[src/rtl/des_pkg.sv]
// Shared DES types, tables and permutation helpers for the iterative engine.
// Tables use the standard 1-based, MSB-first DES bit numbering.
package des_pkg;

  typedef enum logic [1:0] {S_IDLE, S_RUN, S_DONE} des_state_t;

  localparam logic MODE_DECRYPT = 1'b0;
  localparam logic MODE_ENCRYPT = 1'b1;
  localparam int   DES_ROUNDS   = 16;

  // Bit r set when key-schedule round r rotates by two instead of one.
  localparam logic [15:0] SHIFT2 = 16'h7EFC;

  localparam int IP_T [64] = '{58,50,42,34,26,18,10,2, 60,52,44,36,28,20,12,4,
                               62,54,46,38,30,22,14,6, 64,56,48,40,32,24,16,8,
                               57,49,41,33,25,17,9,1,  59,51,43,35,27,19,11,3,
                               61,53,45,37,29,21,13,5, 63,55,47,39,31,23,15,7};
  localparam int PC1_T [56] = '{57,49,41,33,25,17,9,  1,58,50,42,34,26,18,
                                10,2,59,51,43,35,27,  19,11,3,60,52,44,36,
                                63,55,47,39,31,23,15, 7,62,54,46,38,30,22,
                                14,6,61,53,45,37,29,  21,13,5,28,20,12,4};
  localparam int PC2_T [48] = '{14,17,11,24,1,5,  3,28,15,6,21,10,  23,19,12,4,26,8,
                                16,7,27,20,13,2,  41,52,31,37,47,55, 30,40,51,45,33,48,
                                44,49,39,56,34,53, 46,42,50,36,29,32};
  localparam int E_T [48] = '{32,1,2,3,4,5,     4,5,6,7,8,9,      8,9,10,11,12,13,
                              12,13,14,15,16,17, 16,17,18,19,20,21, 20,21,22,23,24,25,
                              24,25,26,27,28,29, 28,29,30,31,32,1};
  localparam int P_T [32] = '{16,7,20,21, 29,12,28,17, 1,15,23,26, 5,18,31,10,
                              2,8,24,14,  32,27,3,9,   19,13,30,6, 22,11,4,25};

  // Each S-box is 64 nibbles, row-major, first entry in the top nibble.
  localparam logic [255:0] SBOX [8] = '{
    256'hE4D12FB83A6C5907_0F74E2D1A6CB9538_41E8D62BFC973A50_FC8249175B3EA06D,
    256'hF18E6B34972DC05A_3D47F28EC01A69B5_0E7BA4D158C6932F_D8A13F42B67C05E9,
    256'hA09E63F51DC7B428_D709346A285ECBF1_D6498F30B12C5AE7_1AD069874FE3B52C,
    256'h7DE3069A1285BC4F_D8B56F03472C1AE9_A690CB7DF13E5284_3F06A1D8945BC72E,
    256'h2C417AB6853FD0E9_EB2C47D150FA3986_421BAD78F9C5630E_B8C71E2D6F09A453,
    256'hC1AF92680D34E75B_AF427C9561DE0B38_9EF528C3704A1DB6_432C95FABE17608D,
    256'h4B2EF08D3C975A61_D0B7491AE35C2F86_14BDC37EAF680592_6BD814A7950FE23C,
    256'hD2846FB1A93E50C7_1FD8A374C56B0E92_7B419CE206ADF358_21E74A8DFC90356B};

  function automatic bit rpc_legal(input int rpc);
    return (rpc == 1) || (rpc == 2) || (rpc == 4) || (rpc == 8) || (rpc == 16);
  endfunction

  function automatic logic [63:0] ip_perm(input logic [63:0] x);
    logic [63:0] y;
    y = '0;
    for (int i = 0; i < 64; i++) y = {y[62:0], x[6'(64 - IP_T[i])]};
    return y;
  endfunction

  function automatic logic [63:0] ip_inv_perm(input logic [63:0] x);
    logic [63:0] y;
    y = '0;
    for (int i = 0; i < 64; i++) y[6'(64 - IP_T[i])] = x[6'(63 - i)];
    return y;
  endfunction

  function automatic logic [55:0] pc1_perm(input logic [63:0] x);
    logic [55:0] y;
    y = '0;
    for (int i = 0; i < 56; i++) y = {y[54:0], x[6'(64 - PC1_T[i])]};
    return y;
  endfunction

  function automatic logic [47:0] pc2_perm(input logic [55:0] x);
    logic [47:0] y;
    y = '0;
    for (int i = 0; i < 48; i++) y = {y[46:0], x[6'(56 - PC2_T[i])]};
    return y;
  endfunction

  function automatic logic [3:0] sbox(input logic [2:0] n, input logic [5:0] x);
    logic [255:0] sh;
    logic [5:0]   a;
    a  = {x[5], x[0], x[4:1]};
    sh = SBOX[n] >> {6'd63 - a, 2'b00};
    return sh[3:0];
  endfunction

  function automatic logic [31:0] f_func(input logic [31:0] r, input logic [47:0] k);
    logic [47:0] x;
    logic [31:0] s, p;
    x = '0;
    for (int i = 0; i < 48; i++) x = {x[46:0], r[5'(32 - E_T[i])]};
    x = x ^ k;
    s = '0;
    for (int i = 0; i < 8; i++) begin
      s = {s[27:0], sbox(3'(i), x[47:42])};
      x = x << 6;
    end
    p = '0;
    for (int i = 0; i < 32; i++) p = {p[30:0], s[5'(32 - P_T[i])]};
    return p;
  endfunction

endpackage

[src/rtl/des_primitives.sv]
// DES building blocks: initial/final permutations, key PC-1 and one Feistel round
// with its key-schedule step.
module IP
  import des_pkg::*;
(
  input  logic [63:0] data_i,
  output logic [63:0] data_o
);
  assign data_o = ip_perm(data_i);
endmodule

module IP_Inverse
  import des_pkg::*;
(
  input  logic [63:0] data_i,
  output logic [63:0] data_o
);
  assign data_o = ip_inv_perm(data_i);
endmodule

module Permutation_1
  import des_pkg::*;
(
  input  logic [63:0] key_i,
  output logic [27:0] c_o,
  output logic [27:0] d_o
);
  assign {c_o, d_o} = pc1_perm(key_i);
endmodule

module DES_round
  import des_pkg::*;
(
  input  logic [31:0] l_i,
  input  logic [31:0] r_i,
  input  logic [27:0] c_i,
  input  logic [27:0] d_i,
  input  logic [3:0]  round_i,
  input  logic        mode_i,
  output logic [31:0] l_o,
  output logic [31:0] r_o,
  output logic [27:0] c_o,
  output logic [27:0] d_o
);
  logic        two;
  logic [27:0] c_l, d_l, c_r, d_r;
  logic [47:0] subkey;

  assign two = SHIFT2[round_i];
  assign c_l = two ? {c_i[25:0], c_i[27:26]} : {c_i[26:0], c_i[27]};
  assign d_l = two ? {d_i[25:0], d_i[27:26]} : {d_i[26:0], d_i[27]};
  assign c_r = two ? {c_i[1:0], c_i[27:2]}   : {c_i[0], c_i[27:1]};
  assign d_r = two ? {d_i[1:0], d_i[27:2]}   : {d_i[0], d_i[27:1]};

  // Encrypt rotates left then derives K; decrypt derives K from the current
  // halves (K16 == PC2(C0,D0)) and then rotates right to walk the schedule back.
  assign subkey = (mode_i == MODE_ENCRYPT) ? pc2_perm({c_l, d_l}) : pc2_perm({c_i, d_i});
  assign c_o    = (mode_i == MODE_ENCRYPT) ? c_l : c_r;
  assign d_o    = (mode_i == MODE_ENCRYPT) ? d_l : d_r;
  assign l_o    = r_i;
  assign r_o    = l_i ^ f_func(r_i, subkey);
endmodule

[src/rtl/des_round_chain.sv]
// Combinational chain of ROUNDS_PER_CYCLE DES rounds starting at round counter cnt_i.
module des_round_chain
  import des_pkg::*;
#(
  parameter int ROUNDS_PER_CYCLE = 1
) (
  input  logic [4:0]  cnt_i,
  input  logic        mode_i,
  input  logic [31:0] l_i,
  input  logic [31:0] r_i,
  input  logic [27:0] c_i,
  input  logic [27:0] d_i,
  output logic [31:0] l_o,
  output logic [31:0] r_o,
  output logic [27:0] c_o,
  output logic [27:0] d_o
);
  logic [ROUNDS_PER_CYCLE:0][31:0] l_s, r_s;
  logic [ROUNDS_PER_CYCLE:0][27:0] c_s, d_s;

  assign l_s[0] = l_i;
  assign r_s[0] = r_i;
  assign c_s[0] = c_i;
  assign d_s[0] = d_i;

  for (genvar k = 0; k < ROUNDS_PER_CYCLE; k++) begin : g_stage
    logic [4:0] step;
    logic [3:0] idx;
    assign step = cnt_i + 5'(k);
    assign idx  = (mode_i == MODE_ENCRYPT) ? step[3:0] : 4'd15 - step[3:0];

    DES_round u_round (
      .l_i(l_s[k]), .r_i(r_s[k]), .c_i(c_s[k]), .d_i(d_s[k]),
      .round_i(idx), .mode_i(mode_i),
      .l_o(l_s[k+1]), .r_o(r_s[k+1]), .c_o(c_s[k+1]), .d_o(d_s[k+1])
    );
  end

  assign l_o = l_s[ROUNDS_PER_CYCLE];
  assign r_o = r_s[ROUNDS_PER_CYCLE];
  assign c_o = c_s[ROUNDS_PER_CYCLE];
  assign d_o = d_s[ROUNDS_PER_CYCLE];
endmodule

[src/rtl/des_iterative_engine.sv]
// Iterative DES encrypt/decrypt engine: one block per transaction, ROUNDS_PER_CYCLE
// rounds per RUN cycle, valid/ready on both sides.
module des_iterative_engine
  import des_pkg::*;
#(
  parameter int ROUNDS_PER_CYCLE = 1,
  parameter int TAG_W            = 4
) (
  input  logic             clk,
  input  logic             reset,
  input  logic             in_valid,
  output logic             in_ready,
  input  logic             in_mode,
  input  logic [63:0]      in_data,
  input  logic [63:0]      in_key,
  input  logic [TAG_W-1:0] in_tag,
  output logic             out_valid,
  input  logic             out_ready,
  output logic [63:0]      out_data,
  output logic [TAG_W-1:0] out_tag,
  output logic             busy
);
  if (!rpc_legal(ROUNDS_PER_CYCLE)) begin : g_bad_rpc
    $error("des_iterative_engine: ROUNDS_PER_CYCLE must be 1, 2, 4, 8 or 16");
  end

  localparam logic [4:0] STEP = 5'(ROUNDS_PER_CYCLE);

  des_state_t       state_q, state_d;
  logic [4:0]       cnt_q, cnt_d;
  logic [31:0]      l_q, l_d, r_q, r_d;
  logic [27:0]      key_c_q, key_c_d, key_d_q, key_d_d;
  logic             mode_q, mode_d;
  logic [TAG_W-1:0] tag_q, tag_d, out_tag_q, out_tag_d;
  logic [63:0]      out_data_q, out_data_d;

  logic [63:0] ip_data, fin_data;
  logic [27:0] pc1_c, pc1_d, ch_c, ch_d;
  logic [31:0] ch_l, ch_r;

  IP            u_ip  (.data_i(in_data), .data_o(ip_data));
  Permutation_1 u_pc1 (.key_i(in_key), .c_o(pc1_c), .d_o(pc1_d));

  des_round_chain #(.ROUNDS_PER_CYCLE(ROUNDS_PER_CYCLE)) u_chain (
    .cnt_i(cnt_q), .mode_i(mode_q),
    .l_i(l_q), .r_i(r_q), .c_i(key_c_q), .d_i(key_d_q),
    .l_o(ch_l), .r_o(ch_r), .c_o(ch_c), .d_o(ch_d)
  );

  // Final swap of the halves happens here, on the chain output of the last RUN cycle.
  IP_Inverse u_ipi (.data_i({ch_r, ch_l}), .data_o(fin_data));

  always_comb begin
    state_d    = state_q;
    cnt_d      = cnt_q;
    l_d        = l_q;
    r_d        = r_q;
    key_c_d    = key_c_q;
    key_d_d    = key_d_q;
    mode_d     = mode_q;
    tag_d      = tag_q;
    out_data_d = out_data_q;
    out_tag_d  = out_tag_q;
    case (state_q)
      S_IDLE: if (in_valid) begin
        {l_d, r_d} = ip_data;
        key_c_d    = pc1_c;
        key_d_d    = pc1_d;
        mode_d     = in_mode;
        tag_d      = in_tag;
        cnt_d      = '0;
        state_d    = S_RUN;
      end
      S_RUN: begin
        l_d     = ch_l;
        r_d     = ch_r;
        key_c_d = ch_c;
        key_d_d = ch_d;
        cnt_d   = cnt_q + STEP;
        if (cnt_d == 5'(DES_ROUNDS)) begin
          out_data_d = fin_data;
          out_tag_d  = tag_q;
          state_d    = S_DONE;
        end
      end
      S_DONE: if (out_ready) state_d = S_IDLE;
      default: state_d = S_IDLE;
    endcase
  end

  always_ff @(posedge clk) begin
    if (reset) begin
      state_q    <= S_IDLE;
      cnt_q      <= '0;
      l_q        <= '0;
      r_q        <= '0;
      key_c_q    <= '0;
      key_d_q    <= '0;
      mode_q     <= MODE_DECRYPT;
      tag_q      <= '0;
      out_data_q <= '0;
      out_tag_q  <= '0;
    end else begin
      state_q    <= state_d;
      cnt_q      <= cnt_d;
      l_q        <= l_d;
      r_q        <= r_d;
      key_c_q    <= key_c_d;
      key_d_q    <= key_d_d;
      mode_q     <= mode_d;
      tag_q      <= tag_d;
      out_data_q <= out_data_d;
      out_tag_q  <= out_tag_d;
    end
  end

  assign in_ready  = (state_q == S_IDLE) && !reset;
  assign out_valid = (state_q == S_DONE);
  assign busy      = (state_q != S_IDLE);
  assign out_data  = out_data_q;
  assign out_tag   = out_tag_q;
endmodule
[config.mk]
export PLATFORM = sky130hd
export DESIGN_NAME = des_iterative_engine
export DESIGN_NICKNAME = d
export VERILOG_FILES = /design/src/rtl/des_pkg.sv /design/src/rtl/des_primitives.sv /design/src/rtl/des_round_chain.sv /design/src/rtl/des_iterative_engine.sv
export SDC_FILE = /design/constraint.sdc
export NUM_CORES = 1
export LEC_CHECK = 0
export ABC_AREA = 1
export BUFFER_PORTS_ARGS = -buffer_cell sky130_fd_sc_hd__buf_2
export CORE_MARGIN = 10
export CORE_UTILIZATION = 61
export DETAILED_ROUTE_END_ITERATION = 8
export PLACE_DENSITY_LB_ADDON = 0.15
export SETUP_SLACK_MARGIN = 0.02
export SYNTH_ARGS = -nofsm -noshare
export SYNTH_HDL_FRONTEND = slang
export SYNTH_HIERARCHICAL = 1
export SYNTH_SLANG_ARGS = --single-unit
[constraint.sdc]
create_clock -name clk -period 3.8 [get_ports clk]
set_input_delay 0.19 -clock clk [delete_from_list [all_inputs] [get_ports clk]]
set_output_delay 0.19 -clock clk [all_outputs]
set_load 0.05 [all_outputs]
### Yosys cells after proc, flatten, opt, wreduce, memory -nomap -nowiden

Memories as Yosys holds them, arrays and structs flattened.
Cells that the tools add are included.

* add/sub/neg operators: 6
* $lt $le $gt $ge: 1
* eq/ne operators: 6
* shifts and indexed selects: 4
* multiplexer cells: 18
* bitwise operators: 2
* reduce and logical (&&, ||, !) cells: 9

Operators with widths (count)
* >> shifter 256 x 8 -> 4 bit, first input constant: 2
* >> shifter 255 x 8 -> 4 bit, first input constant: 1
* >> shifter 254 x 8 -> 4 bit, first input constant: 1
* one-hot mux 32 bit (2 select lines): 2
* 2-to-1 mux 28 bit: 4
* 2-to-1 mux 32 bit: 2
* one-hot mux 28 bit (2 select lines): 1
* XOR 32 bit: 1
* 2-to-1 mux 24 bit: 1
* subtractor 6 bit, first input constant: 4
* XOR 24 bit: 1
* one-hot mux 5 bit (2 select lines): 1
* 2-to-1 mux 2 bit: 3
* one-hot mux 2 bit (3 select lines): 1
* AND reduction 2 bit: 3
* adder 5 x 1 -> 5 bit, second input constant: 1
* == test 5 bit, second input constant: 1
* < comparator 4 x 5 -> 1 bit, second input constant: 1
* 2-to-1 mux 5 bit: 1
* 2-to-1 mux 4 bit: 1
* != test 2 bit, second input constant: 2
* nonzero test 2 bit: 2
* subtractor 4 bit, first input constant: 1
* AND reduction 3 bit: 1
* other kinds (7): 7

* flip-flop bits (word level): 124
* bits in read-only memories: 16
* input bits: 137
* output and inout port bits: 71
* word-level logic and storage cells: 56
* memories: 1

Memories
* (no name shown): words 16, bits a word 1, read ports 1, clocked after Yosys merged registers in 0, write ports 0, RTL line des_primitives.sv:49 `assign two = SHIFT2[round_i];`

### Depth between registers and ports, before layout

* word-level depth: 11
* depth in mapped cells: 27
* gate-level depth less buffers: 26

### Cells and area by module

The synthesis kept the hierarchy.

Modules (own cells, without submodules)
* des_iterative_engine: instances 1, cells an instance 1415, area each 9002.4 µm², seq. area each 4003.8 µm²
* DES_round: instances 1, cells an instance 887, area each 4633.2 µm², seq. area each 0.0 µm²
* IP: instances 1, cells an instance 65, area each 484.2 µm², seq. area each 0.0 µm²
* IP_Inverse: instances 1, cells an instance 65, area each 484.2 µm², seq. area each 0.0 µm²
* Permutation_1: instances 1, cells an instance 57, area each 424.2 µm², seq. area each 0.0 µm²
* des_round_chain: instances 1, cells an instance 17, area each 63.8 µm², seq. area each 0.0 µm²

### Worst setup path before layout

OpenSTA, ideal clock, no wires.

* path type: flip-flop to flip-flop
* start: reg cnt_q[2]
* end: reg r_q[21]
* library setup time: 0.070 ns
* data arrival time: 2.649 ns
* required time: 3.730 ns
* path slack: 1.081 ns
* stages on the path, launching flop included: 26
* path buffers: 2
* period minus slack after synthesis: 2.719 ns
* cell sequence: dfxtp_1 inv_1 nand2_1 nand2_1 o21ai_2 nand2_2 buf_6 buf_6 nand2_1 nand3_1 nand3_1 nand2_2 ha_1 inv_1 nand2_1 nand3_1 nand3_1 nand2_1 nand2_1 nand2_1 nand2_1 nand2_1 nand2_1 nand2_1 nand2_1 a21oi_1

* word-level cells in the longest chain between the ends: 11

Ends and longest elaborated chain
* start, declared: RTL line des_iterative_engine.sv:30 `logic [4:0] cnt_q, cnt_d;`
* start signal, assigned: RTL line des_iterative_engine.sv:105 `cnt_q <= cnt_d;`
* subtractor 4 bit: RTL line des_round_chain.sv:30 `assign idx = (mode_i == MODE_ENCRYPT) ? step[3:0] : 4'd15 - step[3:0];`
* 2-to-1 mux 4 bit (*): RTL line des_round_chain.sv:30
* via u_chain.g_stage[0].idx[2]: RTL line des_round_chain.sv:28 `logic [3:0] idx;`
* memory (16 x 1 bit) (*)
* 2-to-1 mux 1 bit (implied by the code) (*): RTL line des_primitives.sv:49
* 2-to-1 mux 28 bit (*): RTL line des_primitives.sv:51 `assign d_l = two ? {d_i[25:0], d_i[27:26]} : {d_i[26:0], d_i[27]};`
* 2-to-1 mux 24 bit (*): RTL line des_primitives.sv:57 `assign subkey = (mode_i == MODE_ENCRYPT) ? pc2_perm({c_l, d_l}) : pc2_perm({c_i, d_i});`
* XOR 24 bit (*): RTL line des_pkg.sv:87 `x = x ^ k;`
* subtractor 6 bit (*): RTL line des_pkg.sv:78 `sh = SBOX[n] >> {6'd63 - a, 2'b00};`
* >> shifter 256 x 8 -> 4 bit (*): RTL line des_pkg.sv:78
* XOR 32 bit (*): RTL line des_primitives.sv:61 `assign r_o = l_i ^ f_func(r_i, subkey);`
* via ch_r[21]: RTL line des_iterative_engine.sv:39 `logic [31:0] ch_l, ch_r;`
* one-hot mux 32 bit (2 select lines) (*): RTL line des_iterative_engine.sv:64 `case (state_q)`
* end signal, assigned: RTL line des_iterative_engine.sv:107 `r_q <= r_d;`
* end, declared: RTL line des_iterative_engine.sv:31 `logic [31:0] l_q, l_d, r_q, r_d;`

Mark *: on every way through the listed nets, which the timed path passes. The rest lies on a longest branch. The select of a mux whose other input is x is not followed.
A chain may end at the register's enable or synchronous reset.

### Worst setup path in the final report

* start: reg cnt_q[2]
* end: reg r_q[7]

* word-level cells in the longest chain between the ends: 11

Ends and longest elaborated chain (RTL line)
* subtractor 4 bit: des_round_chain.sv:30
* 2-to-1 mux 4 bit (*): des_round_chain.sv:30
* via u_chain.g_stage[0].idx[2]: des_round_chain.sv:28
* memory (16 x 1 bit) (*)
* 2-to-1 mux 1 bit (implied by the code) (*): des_primitives.sv:49
* 2-to-1 mux 28 bit (*): des_primitives.sv:51
* 2-to-1 mux 24 bit (*): des_primitives.sv:57
* XOR 24 bit (*): des_pkg.sv:87
* subtractor 6 bit (*): des_pkg.sv:78
* >> shifter 254 x 8 -> 4 bit (*): des_pkg.sv:78
* XOR 32 bit (*): des_primitives.sv:61
* via ch_r[7]: des_iterative_engine.sv:39
* one-hot mux 32 bit (2 select lines) (*): des_iterative_engine.sv:64

Marks and branches as above.

==> flow_metrics.env <==
export IMPL_power_share_sequential_pct=33.8
export IMPL_p_leak_nw=5.57
export IMPL_wl_per_cell_um=13.3
export IMPL_yosysWarnings=6
export IMPL_p_int_mw=3.01
export IMPL_die_x_um=155
export IMPL_combPwrFrac_pct=31.6
export IMPL_layout_nets=1952
export IMPL_path_clk_slew_ns=0.07
export IMPL_postCtsHoldBufs=0
export IMPL_synth_area_per_cell_um2=6.03
export IMPL_setup_ws_ns=0.356
export IMPL_core_um2=17900
export IMPL_syn_inst=1834
export IMPL_rows=49
export IMPL_postRouteAntennaNets=0
export IMPL_min_period_over_period_pct=90.6
export IMPL_p_sw_share_pct=38.3
export IMPL_drt_iter0_drc=807
export IMPL_gp_congestion=0.900
export IMPL_antenna_found_initial=0
export IMPL_cap_violations=0
export IMPL_hold_class="input pin to register"
export IMPL_portBuffers=114
export IMPL_chipHeight_um=155
export IMPL_dp_slack_ns=0.449
export IMPL_die_area_um2=23900
export IMPL_drive_gt1_share_pct=13.6
export IMPL_post_cts_buffers=0
export IMPL_final_setup_viol_count=0
export IMPL_switchingPower_mw=1.87
export IMPL_num_antenna_cells=0
export IMPL_vias=10200
export IMPL_cts_resized=0
export IMPL_cts_max_level=4
export IMPL_rsz0062_at_grt="false"
export IMPL_fin_skew_ns=0.0111
export IMPL_cp_required_ns=4.15
export IMPL_status="finished, final reports clean"
export IMPL_tns_ns=0
export IMPL_cts_inserted_buffers=17
export IMPL_grt_pass1_wl_um=45100
export IMPL_tightest_slew_ns=1.23
export IMPL_path_class="register to register"
export IMPL_fmax_mhz=290
export IMPL_end_kind="register"
export IMPL_fin_crit_ns=3.44
export IMPL_cp_max_fo=17
export IMPL_drc=0
export IMPL_slew_headroom_pct=18.2
export IMPL_cts_tree="done"
export IMPL_pwr_share_clk_pct=34.6
export IMPL_hold_viol_final=0
export IMPL_insertion_delay_ns=0.43
export IMPL_drt_pass1_iterations=5
export IMPL_synthToLayoutAreaGrowth_pct=0.883
export IMPL_clockRootBuffer="clkbuf_16"
export IMPL_grt_pass1_vias=9283
export IMPL_grt_ovfl_total=0
export IMPL_avgViaCountPerCell=5.03
export IMPL_totalWireLength_um=27000
export IMPL_p_per_area_nw_per_um2=438
export IMPL_final_max_slew_viol_count=0
export IMPL_dpl_hpwl_um=18600
export IMPL_io_pins=208
export IMPL_grt_start_max_net_pins=77
export IMPL_cts_sinks=143
export IMPL_ir_worst_vdd_v=0.000324
export IMPL_start_util_pct=61.7
export IMPL_syn_cell_area_um2=11100
export IMPL_critPathLaunchType="register"
export IMPL_arrival_ns=3.80
export IMPL_cts_buffer_depth=2
export IMPL_grt_usage_pct=22.3
critical path, stage by stage, from the launching register on:
cell     delay (ns)
dfxtp_1        0.46
inv_1          0.07
nand2_1        0.06
nand2_1        0.07
o21ai_2        0.21
nand2_2        0.28
inv_2          0.35
nand2_1        0.12
nand3_1        0.12
nand2_1        0.16
xnor2_2        0.30
inv_1          0.13
ha_1           0.21
inv_1          0.05
nand2_1        0.07
a21oi_2        0.12
nand2_1        0.07
nand2_1        0.07
nand2_1        0.05
nand2_1        0.05
nand2_1        0.05
nand2_1        0.09
nand2_1        0.06
a21oi_1        0.16
power groups by stage:
stage                     sequential (mW)  clock [mW]  combinational [mW]
after floorplan                      1.65           0                1.41
after global placement               1.68           0                1.50
after detailed placement             1.68           0                1.51
after CTS                            1.65        1.72                1.52
after global routing                 1.66        1.78                1.76
final                                1.65        1.69                1.54
cell usage in the layout (no fill, tap or decap), types with 2 or more instances in the layout:
master / instances
nor2_1: 152
nand2_4: 3
xor2_2: 3
nand2_2: 21
inv_2: 14
ha_1: 23
a32oi_1: 2
or2_2: 11
buf_2: 114
nand3_2: 11
o21ai_1: 3
nand3_1: 199
conb_1: 89
o211ai_2: 2
inv_8: 2
clkinvlp_4: 2
inv_6: 6
o21ai_2: 5
a31oi_1: 17
dfxtp_1: 142
nor2_4: 4
o21ai_0: 16
nand3b_1: 8
inv_1: 139
nand4_1: 2
o21a_1: 4
buf_4: 17
clkinv_4: 2
a21oi_1: 76
nand2_1: 681
clkinv_8: 2
clkbuf_16: 17
o211ai_1: 3
sequential cells by signal, indices dropped and copies added (netlist names), 2 cells and up:
signal and flops:
out_tag 4, key_d_q 28, out_data 64, cnt_q 5, state_q 2, r_q 24, l_q 11, tag_q 4
final timing paths:
check,slack [ns],start,depth (start not counted),endpoint
hold / removal,0.04,in_tag[3],3,tag_q[3]
setup / recovery,0.36,cnt_q[2],23,r_q[7]
hold reg to reg,0.45,tag_q[2],2,tag_q[2]
setup reg to reg,0.36,cnt_q[2],23,r_q[7]
routing by layer:
layer	vias up	GRT usage, %	share of wire (%)
li1	5330	-	-
met4	0	9.49	2.9
met2	281	35.9	46
met5	-	0	0
met3	49	4.27	5.7
met1	4566	28.4	45
cell type report:
cell class / count / area [µm²]
Clock buffer: 17 / 425
Clock inverter: 15 / 170
Fill cell: 1772 / 6750
Inverter: 154 / 581
Multi-Input combinational cell: 1345 / 6120
Sequential cell: 143 / 2860
Tap cell: 229 / 287
Timing Repair Buffer: 131 / 698
metrics by stage:
stage / hold slack (ns) / utilization [%] / std cells / area, µm² / total power, mW
detailed placement: 0.446 / 58.9 / 2002 / 10600 / 3.19
finish: 0.0403 / 62.3 / 2034 / 11100 / 4.88
global route: 0.0790 / 62.3 / 2034 / 11100 / 5.20
floorplan: 0.354 / - / 1919 / 11400 / 3.06
CTS: 0.0290 / 62.3 / 2034 / 11100 / 4.89
global placement: 0.440 / 58.9 / 2002 / 10600 / 3.18
Note: power is estimated with default switching activity, not from simulation.
